===== src/rtl/rr_sched.sv =====
// Round-robin scheduler: shares one registered output channel among REQ valid/ready requesters.
// Optional locked bursts keep one owner until its last beat or until the hold limit forces a release.
module rr_sched #(
  parameter int REQ      = 8,
  parameter int DATA     = 32,
  parameter int LOCK     = 1,
  parameter int MAX_HOLD = 4,
  parameter int LOG2_REQ = $clog2(REQ)
) (
  input  logic                           clk_i,
  input  logic                           rst_ni,
  input  logic [REQ-1:0]                 req_valid_i,
  input  logic [REQ-1:0][DATA-1:0]       req_data_i,
  input  logic [REQ-1:0]                 req_last_i,
  output logic [REQ-1:0]                 req_ready_o,
  output logic                           out_valid_o,
  output logic [DATA-1:0]                out_data_o,
  output logic [LOG2_REQ-1:0]            out_id_o,
  output logic                           out_last_o,
  input  logic                           out_ready_i
);

  // state   | meaning
  // S_IDLE  | grant re-chosen every cycle by masked first-one search from ptr
  // S_BURST | grant fixed to owner until its last beat or MAX_HOLD beats
  localparam logic [0:0] S_IDLE  = 1'b0;
  localparam logic [0:0] S_BURST = 1'b1;

  localparam int CNT_W     = $clog2(MAX_HOLD + 1);
  localparam bit USE_BURST = (LOCK != 0) && (MAX_HOLD > 1);

  logic [0:0]          state_q, state_d;
  logic [LOG2_REQ-1:0] ptr_q, ptr_d;
  logic [LOG2_REQ-1:0] owner_q, owner_d;
  logic [CNT_W-1:0]    cnt_q, cnt_d;
  logic                out_valid_q, out_valid_d;
  logic [DATA-1:0]     out_data_q, out_data_d;
  logic [LOG2_REQ-1:0] out_id_q, out_id_d;
  logic                out_last_q, out_last_d;

  logic [REQ-1:0]      masked;
  logic [LOG2_REQ-1:0] idx_masked, idx_any, grant, rel_ptr;
  logic [CNT_W-1:0]    cnt_inc;
  logic                adv, grant_en, accept, hold_done, last_sel;
  logic [DATA-1:0]     data_sel;

  always_comb begin
    masked = '0;
    for (int i = 0; i < REQ; i++) begin
      masked[i] = req_valid_i[i] && (LOG2_REQ'(i) >= ptr_q);
    end
  end

  // Scanning downward leaves the lowest set index in each result.
  always_comb begin
    idx_masked = '0;
    idx_any    = '0;
    for (int i = REQ - 1; i >= 0; i--) begin
      if (masked[i])      idx_masked = LOG2_REQ'(i);
      if (req_valid_i[i]) idx_any    = LOG2_REQ'(i);
    end
  end

  assign grant    = (state_q == S_BURST) ? owner_q : ((|masked) ? idx_masked : idx_any);
  assign adv      = !out_valid_q || out_ready_i;
  assign grant_en = rst_ni && adv && ((state_q == S_BURST) || (|req_valid_i));

  always_comb begin
    req_ready_o = '0;
    data_sel    = '0;
    last_sel    = 1'b0;
    for (int i = 0; i < REQ; i++) begin
      req_ready_o[i] = grant_en && (grant == LOG2_REQ'(i));
      if (grant == LOG2_REQ'(i)) begin
        data_sel = req_data_i[i];
        last_sel = req_last_i[i];
      end
    end
  end

  assign accept    = |(req_ready_o & req_valid_i);
  assign rel_ptr   = (grant == LOG2_REQ'(REQ - 1)) ? '0 : grant + LOG2_REQ'(1);
  assign cnt_inc   = cnt_q + CNT_W'(1);
  assign hold_done = (cnt_inc == CNT_W'(MAX_HOLD));

  always_comb begin
    state_d = state_q;
    ptr_d   = ptr_q;
    owner_d = owner_q;
    cnt_d   = cnt_q;
    if (accept) begin
      case (state_q)
        S_IDLE: begin
          if (USE_BURST && !last_sel) begin
            state_d = S_BURST;
            owner_d = grant;
            cnt_d   = CNT_W'(1);
          end else begin
            ptr_d = rel_ptr;
          end
        end
        default: begin
          if (last_sel || hold_done) begin
            state_d = S_IDLE;
            cnt_d   = '0;
            ptr_d   = rel_ptr;
          end else begin
            cnt_d = cnt_inc;
          end
        end
      endcase
    end
  end

  // A load on the same edge as a drain replaces the held beat without a bubble.
  always_comb begin
    out_valid_d = out_valid_q;
    out_data_d  = out_data_q;
    out_id_d    = out_id_q;
    out_last_d  = out_last_q;
    if (accept) begin
      out_valid_d = 1'b1;
      out_data_d  = data_sel;
      out_id_d    = grant;
      out_last_d  = last_sel;
    end else if (out_ready_i) begin
      out_valid_d = 1'b0;
    end
  end

  always_ff @(posedge clk_i or negedge rst_ni) begin
    if (!rst_ni) begin
      state_q     <= S_IDLE;
      ptr_q       <= '0;
      owner_q     <= '0;
      cnt_q       <= '0;
      out_valid_q <= 1'b0;
      out_data_q  <= '0;
      out_id_q    <= '0;
      out_last_q  <= 1'b0;
    end else begin
      state_q     <= state_d;
      ptr_q       <= ptr_d;
      owner_q     <= owner_d;
      cnt_q       <= cnt_d;
      out_valid_q <= out_valid_d;
      out_data_q  <= out_data_d;
      out_id_q    <= out_id_d;
      out_last_q  <= out_last_d;
    end
  end

  assign out_valid_o = out_valid_q;
  assign out_data_o  = out_data_q;
  assign out_id_o    = out_id_q;
  assign out_last_o  = out_last_q;

endmodule


===== config.mk =====
export PLATFORM = sky130hd
export DESIGN_NAME = rr_sched
export DESIGN_NICKNAME = d
export VERILOG_FILES = /design/src/rtl/rr_sched.sv
export SDC_FILE = /design/constraint.sdc
export NUM_CORES = 1
export LEC_CHECK = 0
export ABC_AREA = 1
export CAP_MARGIN = 20
export CORE_ASPECT_RATIO = 0.7
export CORE_MARGIN = 4
export CORE_UTILIZATION = 34
export CTS_CLUSTER_SIZE = 28
export DETAILED_ROUTE_END_ITERATION = 6
export HOLD_SLACK_MARGIN = 0.06
export PLACE_DENSITY_LB_ADDON = 0.12
export SETUP_SLACK_MARGIN = 0.3
export SLEW_MARGIN = 5
export SYNTH_ARGS = -nofsm -noshare
export SYNTH_HDL_FRONTEND = slang
export SYNTH_SLANG_ARGS = --single-unit

===== constraint.sdc =====
create_clock -name clk_i -period 3.6 [get_ports clk_i]
set_clock_uncertainty 0.05 [all_clocks]
set_input_delay 0.72 -clock clk_i [delete_from_list [all_inputs] [get_ports clk_i]]
set_output_delay 0.72 -clock clk_i [all_outputs]
set_load 0.01 [all_outputs]

==> run metrics <==
die width=approximately 150 um; core area=between 10000 and 15000 um^2; period utilization=97.73%; drt pass-1 iters=6; Peak Freq=0.2842 GHz; first-pass GRT wire length=37630 um; Chip Height=110.0 um; post-synthesis mux area share=0%; DR iter-0 viols=494; Yosys cell types=34; vias in the first global route=7002; cts hold-fix bufs=0; vias post-DR=around 7500; htree depth=2; Clock Sinks=between 40 and 50; antenna fix cells=0; antenna violations before repair=0; sequential area share after synthesis=approximately a quarter; ANT nets after route=0; Sw Ratio=49.12%; Pint=4022 uW; design area=10060 um^2; Hold Path Stages=2; worst vdd ir=382.8 uV; CTS max path bufs=2; outcome=completed; RR Startpoint=ptr_q[2]$_DFFE_PN0P_; HP Class=reg -> reg; register bit total from synthesis=47; Core Util, Final=between 70% and 80%; RSZ-0062 raised after global routing=yes; total gr overflow=0; largest net degree at the start of global routing=48; Hold Path End=out_data_o[0]$_DFFE_PN0P_; Root Driver=clkbuf_16; r2r setup slk=~0.13 ns; post-synthesis xor/xnor area fraction=0.1734%; worst r2r dst=out_data_o[12]$_DFFE_PN0P_; post-synthesis compound-gate area fraction=12.06%; worst skew pair latency=0.29 ns; share of cells above drive strength 1=about a quarter; Ports=320; Simple-Gate Fraction of Synth Area=~52%; Synth Instances=872; CP Max Fanout=7; gpl congestion=0.9678; area post-placement=8767 um^2; half-perimeter wire length after placement=18840 um; number of vias per cell=5.226; CTS tree=done; power per cell area=between 700 and 800 nW/um^2; Post-route DRC=0; Total GRT Usage=28.07%; Final min period=~3.5 ns; nets=about 1500; Worst-Margin Slew=0.6382 ns; slew margin rel.=a little under three fifths; number of cells in the finished layout apart from fillers=1427; CTS clock-pin slew for the worst setup and hold paths=0.07 ns; syn_area_per_cell=5.793 um^2; dpl cells=1383; Register-to-Register Path Depth=24; mean routed wirelength per cell=19.03 um; P&R area growth vs syn=99.16%; Synth Cell Area=5051 um^2; Port Buffers=319; largest family of logic cells by synthesized area=simple AND/OR/NAND/NOR gates; max-cap violations=0; CTS buffer count=5; Std-Cell Rows=36; Comb power frac=82.0%; Post-Synth Adder-Cell Area=1.982%; P_leak=0.004684 uW; post-synthesis net count=1155; synth warn=0; Seq pwr share=11.9%; hold path start=out_data_o[0]$_DFFE_PN0P_; Final Hold Viols=0; fill count=1173; Worst Path Required=2.83 ns; Arrival @ worst endpoint=2.75 ns; DIE AREA=16900 um^2; Sw Pwr=3883 uW; Crit. End Element=output pin; clock power share=around 6%; Slew Limit Fails=0; WL final=27160 um; CP Launch Type=register; final setup fails=0; Initial Utilization=35.49%; critical path class=reg -> out
-- power groups by stage --
stage                     Sequential [uW]  Clock (uW)  Combinational [uW]
after global placement                923           0                4910
after floorplan                       967           0                2920
after detailed placement              921           0                4960
after global routing                  965         511                7040
after CTS                             921         487                5190
final                                 940         482                6480
-- metal layers --
layer,vias up,share of wire (%),GRT usage (%)
met5,-,0,0
met2,403,47,48.25
li1,3562,-,-
met1,3434,40,35.39
met3,59,9.6,8.037
met4,0,2.8,6.490
-- worst max-delay path by stage --
stage,from,endpoint,slack (ns),cells past startpoint
final,ptr_q[2]$_DFFE_PN0P_,req_ready_o[7],0.08,14
after CTS,ptr_q[1]$_DFFE_PN0P_,req_ready_o[5],0.31,13
after floorplan,req_valid_i[0],req_ready_o[3],0.30,13
after global routing,ptr_q[2]$_DFFE_PN0P_,out_data_o[9]$_DFFE_PN0P_,-0.03,23
after global placement,req_valid_i[6],req_ready_o[1],-0.49,11
after detailed placement,req_valid_i[0],req_ready_o[3],-0.54,13
-- synth_stat cells --
library cell	n	share of area [%]
or2_0	20	2.5
inv_2	4	0.30
nor3_1	4	0.40
nand3b_4	1	0.40
clkbuf_1	29	2.2
a211oi_1	1	0.15
inv_4	1	0.12
nand3_2	1	0.20
a21oi_1	40	4.0
nor2_2	3	0.37
o311ai_0	1	0.17
buf_4	3	0.45
a21oi_2	1	0.17
nor2_4	1	0.22
inv_1	57	4.2
buf_1	6	0.45
nor2_8	1	0.40
nand3_1	172	17
buf_2	17	1.7
ha_1	8	2.0
nand2_2	3	0.37
nand2_1	294	22
nand2_4	1	0.22
clkinv_1	3	0.22
nand4_1	3	0.37
dfrtp_1	47	23
or2_2	46	5.7
o21ai_1	35	3.5
xnor2_1	1	0.17
buf_6	4	0.89
o2111ai_1	1	0.17
nor2_1	22	1.6
o21ai_0	40	4.0
nand3_4	1	0.35
-- registers in the layout, indices dropped and copies added (netlist names) --
name         flops
out_last_o       1
cnt_q            3
out_id_o         3
owner_q          3
state_q          1
ptr_q            3
out_data_o      32
out_valid_o      1
-- stage by stage --
| step | worst slack, ns | setup TNS [ns] | power [uW] | hold WS [ns] |
|---|---|---|---|---|
| after global routing | -0.03274 | -0.1381 | 8515 | 0.4550 |
| final | 0.08186 | 0 | 7905 | 0.4325 |
| after detailed placement | -0.5431 | -23.45 | 5880 | 0.4195 |
| after floorplan | 0.3018 | 0 | 3882 | 0.3744 |
| after CTS | 0.3062 | 0 | 6603 | 0.4415 |
| after global placement | -0.4884 | -20.19 | 5829 | 0.4113 |
-- logic make-up after synthesis --
logic type	Yosys count
and+or+nand+nor	573
buffers and inverters	124
AOI/OAI and AO/OA	119
DFF	47
adders and majority gates	8
xor gates and xnor gates	1
-- placed cells by master (no fill, tap or decap), drive strengths merged --
master,instances
xnor2,1
o2111ai,1
or2,66
clkbuf,14
clkinv,5
nor2,27
nand2,298
ha,8
o21ai,75
buf,103
nand3,174
a21oi,41
inv,63
dfrtp,47
nand4,3
nand3b,1
a211oi,1
clkdlybuf4s15,2
o311ai,1
nor3,4
clkdlybuf4s50,302
-- worst max-delay path, stage by stage (launching register included) --
cell and delay, ns:
dfrtp_2 0.51, nand2_2 0.13, nand3_4 0.12, nand2_4 0.06, inv_2 0.06, nand4_1 0.15
o311ai_2 0.37, o21ai_2 0.17, buf_4 0.18, inv_4 0.08, ha_4 0.17, ha_4 0.15
inv_2 0.05, nor2_2 0.10, buf_2 0.16
-- repair_timing --
item                       CTS  global route
setup buffers               15            11
pin swaps                   22           120
gates resized for setup    106           163
gates cloned                 0            10
setup endpoints to repair   55            55
-- layout make-up --
cell class              count  area (um^2)  area share, %
inverters                  65        266.5          2.649
well taps                 190        237.7          2.363
repair buffers            416         4249          42.24
clock inverters             3        22.52         0.2239
clock buffers               5        125.1          1.244
flip-flops and latches     47         1180          11.73
multi-input cells         701         3979          39.55
No activity file was read; power rests on OpenSTA's default activity.
